## config.mk

```make
export PLATFORM = sky130hd
export DESIGN_NAME = frame_buffer_scheduler
export DESIGN_NICKNAME = d
export VERILOG_FILES = /design/src/rtl/frame_buffer_scheduler.sv
export SDC_FILE = /design/constraint.sdc
export NUM_CORES = 1
export LEC_CHECK = 0
export CORE_MARGIN = 3
export CORE_UTILIZATION = 40
export CTS_CLUSTER_DIAMETER = 60
export DETAILED_ROUTE_END_ITERATION = 8
export PLACE_DENSITY_LB_ADDON = 0.08
export SLEW_MARGIN = 15
export SYNTH_ARGS = -nofsm -noshare
export SYNTH_HDL_FRONTEND = slang
export SYNTH_SLANG_ARGS = --single-unit
```

## constraint.sdc

```tcl
create_clock -name clk_100Mhz -period 4 [get_ports clk_100Mhz]
set_input_delay 0.4 -clock clk_100Mhz [delete_from_list [all_inputs] [get_ports clk_100Mhz]]
set_output_delay 0.4 -clock clk_100Mhz [all_outputs]
set_load 0.05 [all_outputs]
```

## src/rtl/frame_buffer_scheduler.sv

```systemverilog
// Triple-buffer slot scheduler between the camera writer and HDMI reader, with write timeout and stats.
// Latency: registered outputs follow a detected event by one clock; no backpressure, events are never stalled.
module frame_buffer_scheduler #(
  parameter logic [31:0] BASE_ADDR      = 32'h1000_0000,
  parameter logic [31:0] FRAME_STRIDE   = 32'h0004_0000,
  parameter logic [31:0] TIMEOUT_CYCLES = 32'd4_000_000
) (
  input  logic        clk_100Mhz,
  input  logic        rst,
  input  logic        enable,
  input  logic        wr_frame_start,
  input  logic        writer_done,
  input  logic        rd_frame_start,
  output logic [31:0] wr_base_addr,
  output logic [31:0] rd_base_addr,
  output logic [1:0]  wr_idx,
  output logic [1:0]  rd_idx,
  output logic        wr_active,
  output logic [15:0] frames_written,
  output logic [15:0] frames_dropped,
  output logic [15:0] frames_repeated,
  output logic [7:0]  timeout_cnt
);

  typedef enum logic {W_IDLE, W_ACTIVE} wst_t;

  wst_t        st_q, st_d;
  logic [1:0]  w_q, w_d, l_q, l_d, r_q, r_d;
  logic        fresh_q, fresh_d;
  logic [31:0] tcnt_q, tcnt_d;
  logic [15:0] written_q, written_d, dropped_q, dropped_d, repeated_q, repeated_d;
  logic [7:0]  tmo_q, tmo_d;
  logic        wfs_d1_q, done_d1_q;
  logic [31:0] wr_addr_q, rd_addr_q;
  logic        wr_act_q;
  logic [1:0]  wr_idx_q, rd_idx_q;
  logic        wfs_edge, done_edge, commit;

  function automatic logic [31:0] slot_addr(input logic [1:0] idx);
    return BASE_ADDR + FRAME_STRIDE * {30'd0, idx};
  endfunction

  assign wfs_edge  = wr_frame_start & ~wfs_d1_q;
  assign done_edge = writer_done & ~done_d1_q;
  assign commit    = enable && (st_q == W_ACTIVE) && done_edge;

  always_comb begin
    st_d       = st_q;
    w_d        = w_q;
    l_d        = l_q;
    r_d        = r_q;
    fresh_d    = fresh_q;
    tcnt_d     = tcnt_q;
    written_d  = written_q;
    dropped_d  = dropped_q;
    repeated_d = repeated_q;
    tmo_d      = tmo_q;
    if (enable) begin
      // A restart edge wins over done/timeout: the in-flight frame is abandoned.
      if (wfs_edge) begin
        st_d   = W_ACTIVE;
        tcnt_d = '0;
      end else if (st_q == W_ACTIVE) begin
        if (done_edge) begin
          st_d = W_IDLE;
        end else if (tcnt_q == TIMEOUT_CYCLES - 32'd1) begin
          st_d = W_IDLE;
          if (tmo_q != 8'hFF) tmo_d = tmo_q + 8'd1;
        end else begin
          tcnt_d = tcnt_q + 32'd1;
        end
      end
      if (commit && !wfs_edge) begin
        w_d       = l_q;
        l_d       = w_q;
        written_d = written_q + 16'd1;
        if (fresh_q) dropped_d = dropped_q + 16'd1;
        fresh_d = 1'b1;
      end
      // Reader swap sees the post-commit L/fresh so a same-cycle commit is displayed at once.
      if (rd_frame_start) begin
        if (fresh_d) begin
          r_d     = l_d;
          l_d     = r_q;
          fresh_d = 1'b0;
        end else begin
          repeated_d = repeated_q + 16'd1;
        end
      end
    end
  end

  always_ff @(posedge clk_100Mhz) begin
    if (rst) begin
      st_q       <= W_IDLE;
      w_q        <= 2'd0;
      l_q        <= 2'd1;
      r_q        <= 2'd2;
      fresh_q    <= 1'b0;
      tcnt_q     <= '0;
      written_q  <= '0;
      dropped_q  <= '0;
      repeated_q <= '0;
      tmo_q      <= '0;
      wfs_d1_q   <= 1'b0;
      done_d1_q  <= 1'b0;
      wr_addr_q  <= BASE_ADDR;
      rd_addr_q  <= BASE_ADDR + FRAME_STRIDE * 32'd2;
      wr_act_q   <= 1'b0;
      wr_idx_q   <= 2'd0;
      rd_idx_q   <= 2'd2;
    end else begin
      st_q       <= st_d;
      w_q        <= w_d;
      l_q        <= l_d;
      r_q        <= r_d;
      fresh_q    <= fresh_d;
      tcnt_q     <= tcnt_d;
      written_q  <= written_d;
      dropped_q  <= dropped_d;
      repeated_q <= repeated_d;
      tmo_q      <= tmo_d;
      wfs_d1_q   <= wr_frame_start;
      done_d1_q  <= writer_done;
      wr_addr_q  <= slot_addr(w_d);
      rd_addr_q  <= slot_addr(r_d);
      wr_act_q   <= (st_d == W_ACTIVE);
      wr_idx_q   <= w_d;
      rd_idx_q   <= r_d;
    end
  end

  assign wr_base_addr    = wr_addr_q;
  assign rd_base_addr    = rd_addr_q;
  assign wr_idx          = wr_idx_q;
  assign rd_idx          = rd_idx_q;
  assign wr_active       = wr_act_q;
  assign frames_written  = written_q;
  assign frames_dropped  = dropped_q;
  assign frames_repeated = repeated_q;
  assign timeout_cnt     = tmo_q;

endmodule

```

# After elaboration in Yosys (flattened, before gate mapping)
# Index checks and enable logic that the tools add are counted.
totals:
  regBits: 162
  latch_bits: 0
  ram_bits: 0
  mem_bits_ro: 0
  inputBits: 6
  output_inout_bits: 125
  elab_cells: 61
  n_memories: 0
op_classes:
  addsub: 7
  n_mul: 0
  n_div: 0
  magnitude_cmp: 0
  eq_ne: 4
  shifts: 0
  muxes: 19
  bitwise: 7
  n_reduce_logical: 10
op_table:
  columns: ["cell", "count"]
  rows:
  - ["2-to-1 mux 32 bit", 4]
  - ["adder 29 x 20 -> 30 bit (first input constant)", 2]
  - ["adder 16 x 1 -> 16 bit (second input constant)", 3]
  - ["adder 32 x 1 -> 32 bit (second input constant)", 1]
  - ["== test 32 x 22 -> 1 bit (second input constant)", 1]
  - ["2-to-1 mux 2 bit", 8]
  - ["adder 8 x 1 -> 8 bit (second input constant)", 1]
  - ["inequality test 8 bit (second input constant)", 1]
  - ["2-to-1 mux 1 bit", 7]
  - ["AND reduction 3 bit", 2]
  - ["AND reduction 6 bit", 1]
  - ["inverter 1 bit", 5]
  - ["inequality test 2 bit (second input constant)", 2]
  - ["AND reduction 4 bit", 1]
  - ["logical AND 1 bit", 3]
  - ["bitwise AND 1 bit", 2]
  - ["AND reduction 2 bit", 1]
  - ["nonzero test 2 bit", 1]
  - ["zero test 1 bit", 1]

# Longest topological paths before layout
logic_depth:
  word_depth: 10
  depth_mapped: 9
  depth_no_buf: 6

# Least setup slack after synthesis
# No wires, ideal clock.
synth_timing:
  kind: "register -> register"
  startpoint: "register, netlist name wr_active"
  endpoint: "register dropped_q[13], in the netlist frames_dropped[13]"
  setup_time_ns: 0.123
  arrival_ns: 2.286
  t_required_ns: 3.877
  path_slack_ns: 1.590
  path_stages_with_launch: 7
  n_path_buf: 1
  synth_period_minus_slack_ns: 2.410
  path_cell_list: "dfxtp_1 and4b_1 buf_2 nand3_1 nor4_1 nand4_1 mux2_1"
synth_lines:
  columns: ["element", "line_no", "source"]
  rows:
  - ["end signal: assignment", "120", "dropped_q <= dropped_d;"]
  - ["end: declaration", "31", "logic [15:0] written_q, written_d, dropped_q, dropped_d, repeated_q, repeated_d;"]

# Worst setup path in the final report
layout_timing:
  startpoint: "register tcnt_q[0]"
  endpoint: "register tmo_q[7], in the netlist timeout_cnt[7]"
layout_between:
  elab_chain_len: 2
layout_lines:
  columns: ["element", "line_no", "source"]
  rows:
  - ["start: declaration", "30", "logic [31:0] tcnt_q, tcnt_d;"]
  - ["start signal: assignment", "118", "tcnt_q <= tcnt_d;"]
  - ["== test 32 x 22 -> 1 bit", "66", "end else if (tcnt_q == TIMEOUT_CYCLES - 32'd1) begin"]
  - ["AND reduction 6 bit (no line)", null, null]
  - ["end signal: assignment", "122", "tmo_q <= tmo_d;"]
  - ["end: declaration", "32", "logic [7:0] tmo_q, tmo_d;"]
# No other way between the ends.
# A chain may end at the register's enable or synchronous reset.

==> impl_results.md <==
- Outcome: finished, final reports clean
- Synth top area share: a little under two fifths
- DR DRC count: 0
- R2R Setup Slk: 1280 ps
- Worst Hold Class: primary input to flop
- Critical path peak fanout: 28
- Gate power share: between 10% and 20%
- Die Y: between 100 and 150 um
- Int Pwr: 1.46 mW
- Crit start category: flop
- Pleak: ~2.1 nW
- Multi-input logic area: between 2000 and 3000 um^2
- Hold buffers post-CTS: 0
- Vias: around 4700
- DRT antenna net count: 0
- Clk pin slew, worst setup/hold paths: ~60 ps
- Final setup vio count: 0
- FILL cells: ~1200
- Initial antenna violation count: 0
- Total routed wirelength: 13.1 mm
- Max transition margin: a little under a quarter
- Final hold vios: 0
- Final Cycle Share: between 60% and 70%
- P per Cell Area: ~330 nW/um^2
- Share of layout cells above drive strength 1: around 4.3%
- Setup Buffers After CTS: 0
- Reg area: between 1500 and 2000 um^2
- Clock Tree Buf Depth: 2
- Synth Cell Area: about 5300 um^2
- P&R area growth vs syn: 15.9%
- Wire per inst: approximately 15 um
- Vias in the first global route: about 4300
- Crit Path Class: flop to flop
- Die area: roughly 15000 um^2
- Switching power summed over all nets: about 570 uW
- Final Skew: roughly 5.3 ps
- Max cap viols: 0
- Cell Area, Placed: 5870 um^2
- Die width: between 100 and 150 um
- Most common cell in the synthesized netlist: dfxtp_1
- Remaining global-route overflow: 0
- Setup TNS: 0 ps
- DR pass1 iterations: 5
- Cell count after synthesis: 642
- Seq/Total Area, Yosys: between 30% and 40%
- Htree depth: 3
- GRT Util Overall: between 10% and 20%
- CTS tree: built
- Setup crit end kind: flop
- Root Driver: clkbuf_16
- Area contributors post-synth: dfxtp_1, buf_4, a21oi_1
- Sw Ratio: 28.1%
- Yosys top cell by area: dfxtp_1
- Initial core utilization: 41.4%
- F_max: between 0.3 and 0.4 GHz
- Number of flops mapped to enable cells by yosys: 0
- Clock Latency Late Sink: 340 ps
- CP arrival: ~3000 ps
- First-pass GRT wire length: 21.4 mm
- Core ar.: around 13000 um^2
- DR iter-0 viols: 410
- Netlist cell types: 62
- Fin area: about 6000 um^2
- Post-synthesis register bit count: 98
- Final Wtd Congestion: 0.844
- Main flop type after synthesis: dfxtp_1
- CTS sink cnt: slightly below 100
- Clock Power Share: approximately two fifths
- Post_cts resized: 0
- CTS Buf Count: 9
- Worst Path Required: 4270 ps
- Worst Tran Pin Value: roughly 1100 ps
- Asr flop ratio synth: 0%
- Io pins: about 130
- Vias/cell: between 5 and 6
- Post-synth top cells: dfxtp_1, buf_4, nor2_1
- Largest net degree at the start of global routing: 68
- Final nets: around 700
- RSZ-0062 raised after global routing: no
- Post-layout util: roughly 48%
- Port buffer count: 70
- Post-layout minimum cycle time: between 2000 and 3000 ps
- N_diodes: 0
- Flop pwr share: around half
- # rows: 41
- Max Slew Vio Count: 0
- Synth warn: 0
- Worst VDD drop: around 0.00019 V
- Syn_area_per_cell: about 8 um^2
- Detailed placement HPWL: ~9.2 mm
## sequential cells by signal (all words and copies together), names as in the netlist, 2 cells and up
| register | cells |
|---|---|
| l_q | 2 |
| frames_written | 16 |
| wr_base_addr | 2 |
| frames_repeated | 16 |
| frames_dropped | 16 |
| timeout_cnt | 8 |
| tcnt_q | 32 |
| rd_idx | 2 |
## worst max-delay path, cell delays in order (launching register included)
cell and delay (ps):
dfxtp_1 380, ha_1 240, nand4_2 200, or2_1 420, or4_4 740, or4_1 510
a21oi_1 150
## cell usage in the layout (no fill, tap or decap), types with 4 or more instances in the layout
master           Yosys  layout
a21oi_1             43      43
xnor2_1             18      18
and2_1               7       7
a41oi_1              8       8
nand3_1             38      38
mux2i_1             10      10
xor2_1              11      11
o31ai_1              9       9
a31oi_1             16      16
nor3_1              19      19
clkbuf_16            0       9
nor2b_1              4       4
nand2_1             37      37
o21ai_0             23      23
or4_1                9       9
inv_1               20      20
conb_1               2      60
and3_1              11      11
clkdlybuf4s50_1      0      69
buf_4               64       6
and4_1               8       8
nand4_1             24      24
ha_1                 5       5
nor2_1              56      56
or3_1               17      17
nor4_1              10      10
dfxtp_1             98      98
## routing by layer
layer,wire length [um],vias to the layer above,GRT usage [%]
met5,0,-,0
met2,6070,141,28.5
li1,-,2319,-
met1,6120,2218,24.0
met3,654,18,3.12
met4,221,0,7.01
## metrics by stage
step	total power, mW	instances	worst slack, ps	hold slack [ps]
2_1_floorplan	1.25	700	1590	435
3_3_place_gp	1.24	858	1110	456
3_5_place_dp	1.24	858	956	464
4_1_cts	2.04	874	1280	429
5_1_grt	2.10	874	1130	448
6_report	2.02	874	1280	427
## cell type report
class / instances / area share [%]
timing repair buffer: 76 / 12.1
clock buffer: 13 / 4.08
multi-input combinational: 491 / 46.8
sequential: 98 / 32.0
clock inverter: 3 / 0.245
inverter: 21 / 1.29
tap: 172 / 3.51
## worst paths after layout
path	depth (start not counted)	to	start
setup / recovery	6	timeout_cnt[7]	tcnt_q[0]
hold / removal	3	l_q[0]	rst
setup reg to reg	6	timeout_cnt[7]	tcnt_q[0]
hold reg to reg	1	tcnt_q[31]	tcnt_q[31]
## power groups by stage
stage | logic (mW) | registers, mW | clock network (mW)
2_1_floorplan | 0.232 | 1.02 | 0
3_3_place_gp | 0.222 | 1.02 | 0
3_5_place_dp | 0.225 | 1.02 | 0
4_1_cts | 0.225 | 0.995 | 0.824
5_1_grt | 0.240 | 0.996 | 0.863
6_report | 0.227 | 0.995 | 0.801
## cells by family after synthesis
group | count (synthesis) | synth area share (%)
simple gates | 256 | 26.1
compound gates | 129 | 15.7
buf+inv | 111 | 12.7
flops | 98 | 37.1
xor+xnor | 29 | 4.80
mux | 12 | 2.32
fa+ha+maj | 5 | 1.18
other cells | 2 | 0.142
No activity file was read; power rests on OpenSTA's default activity.
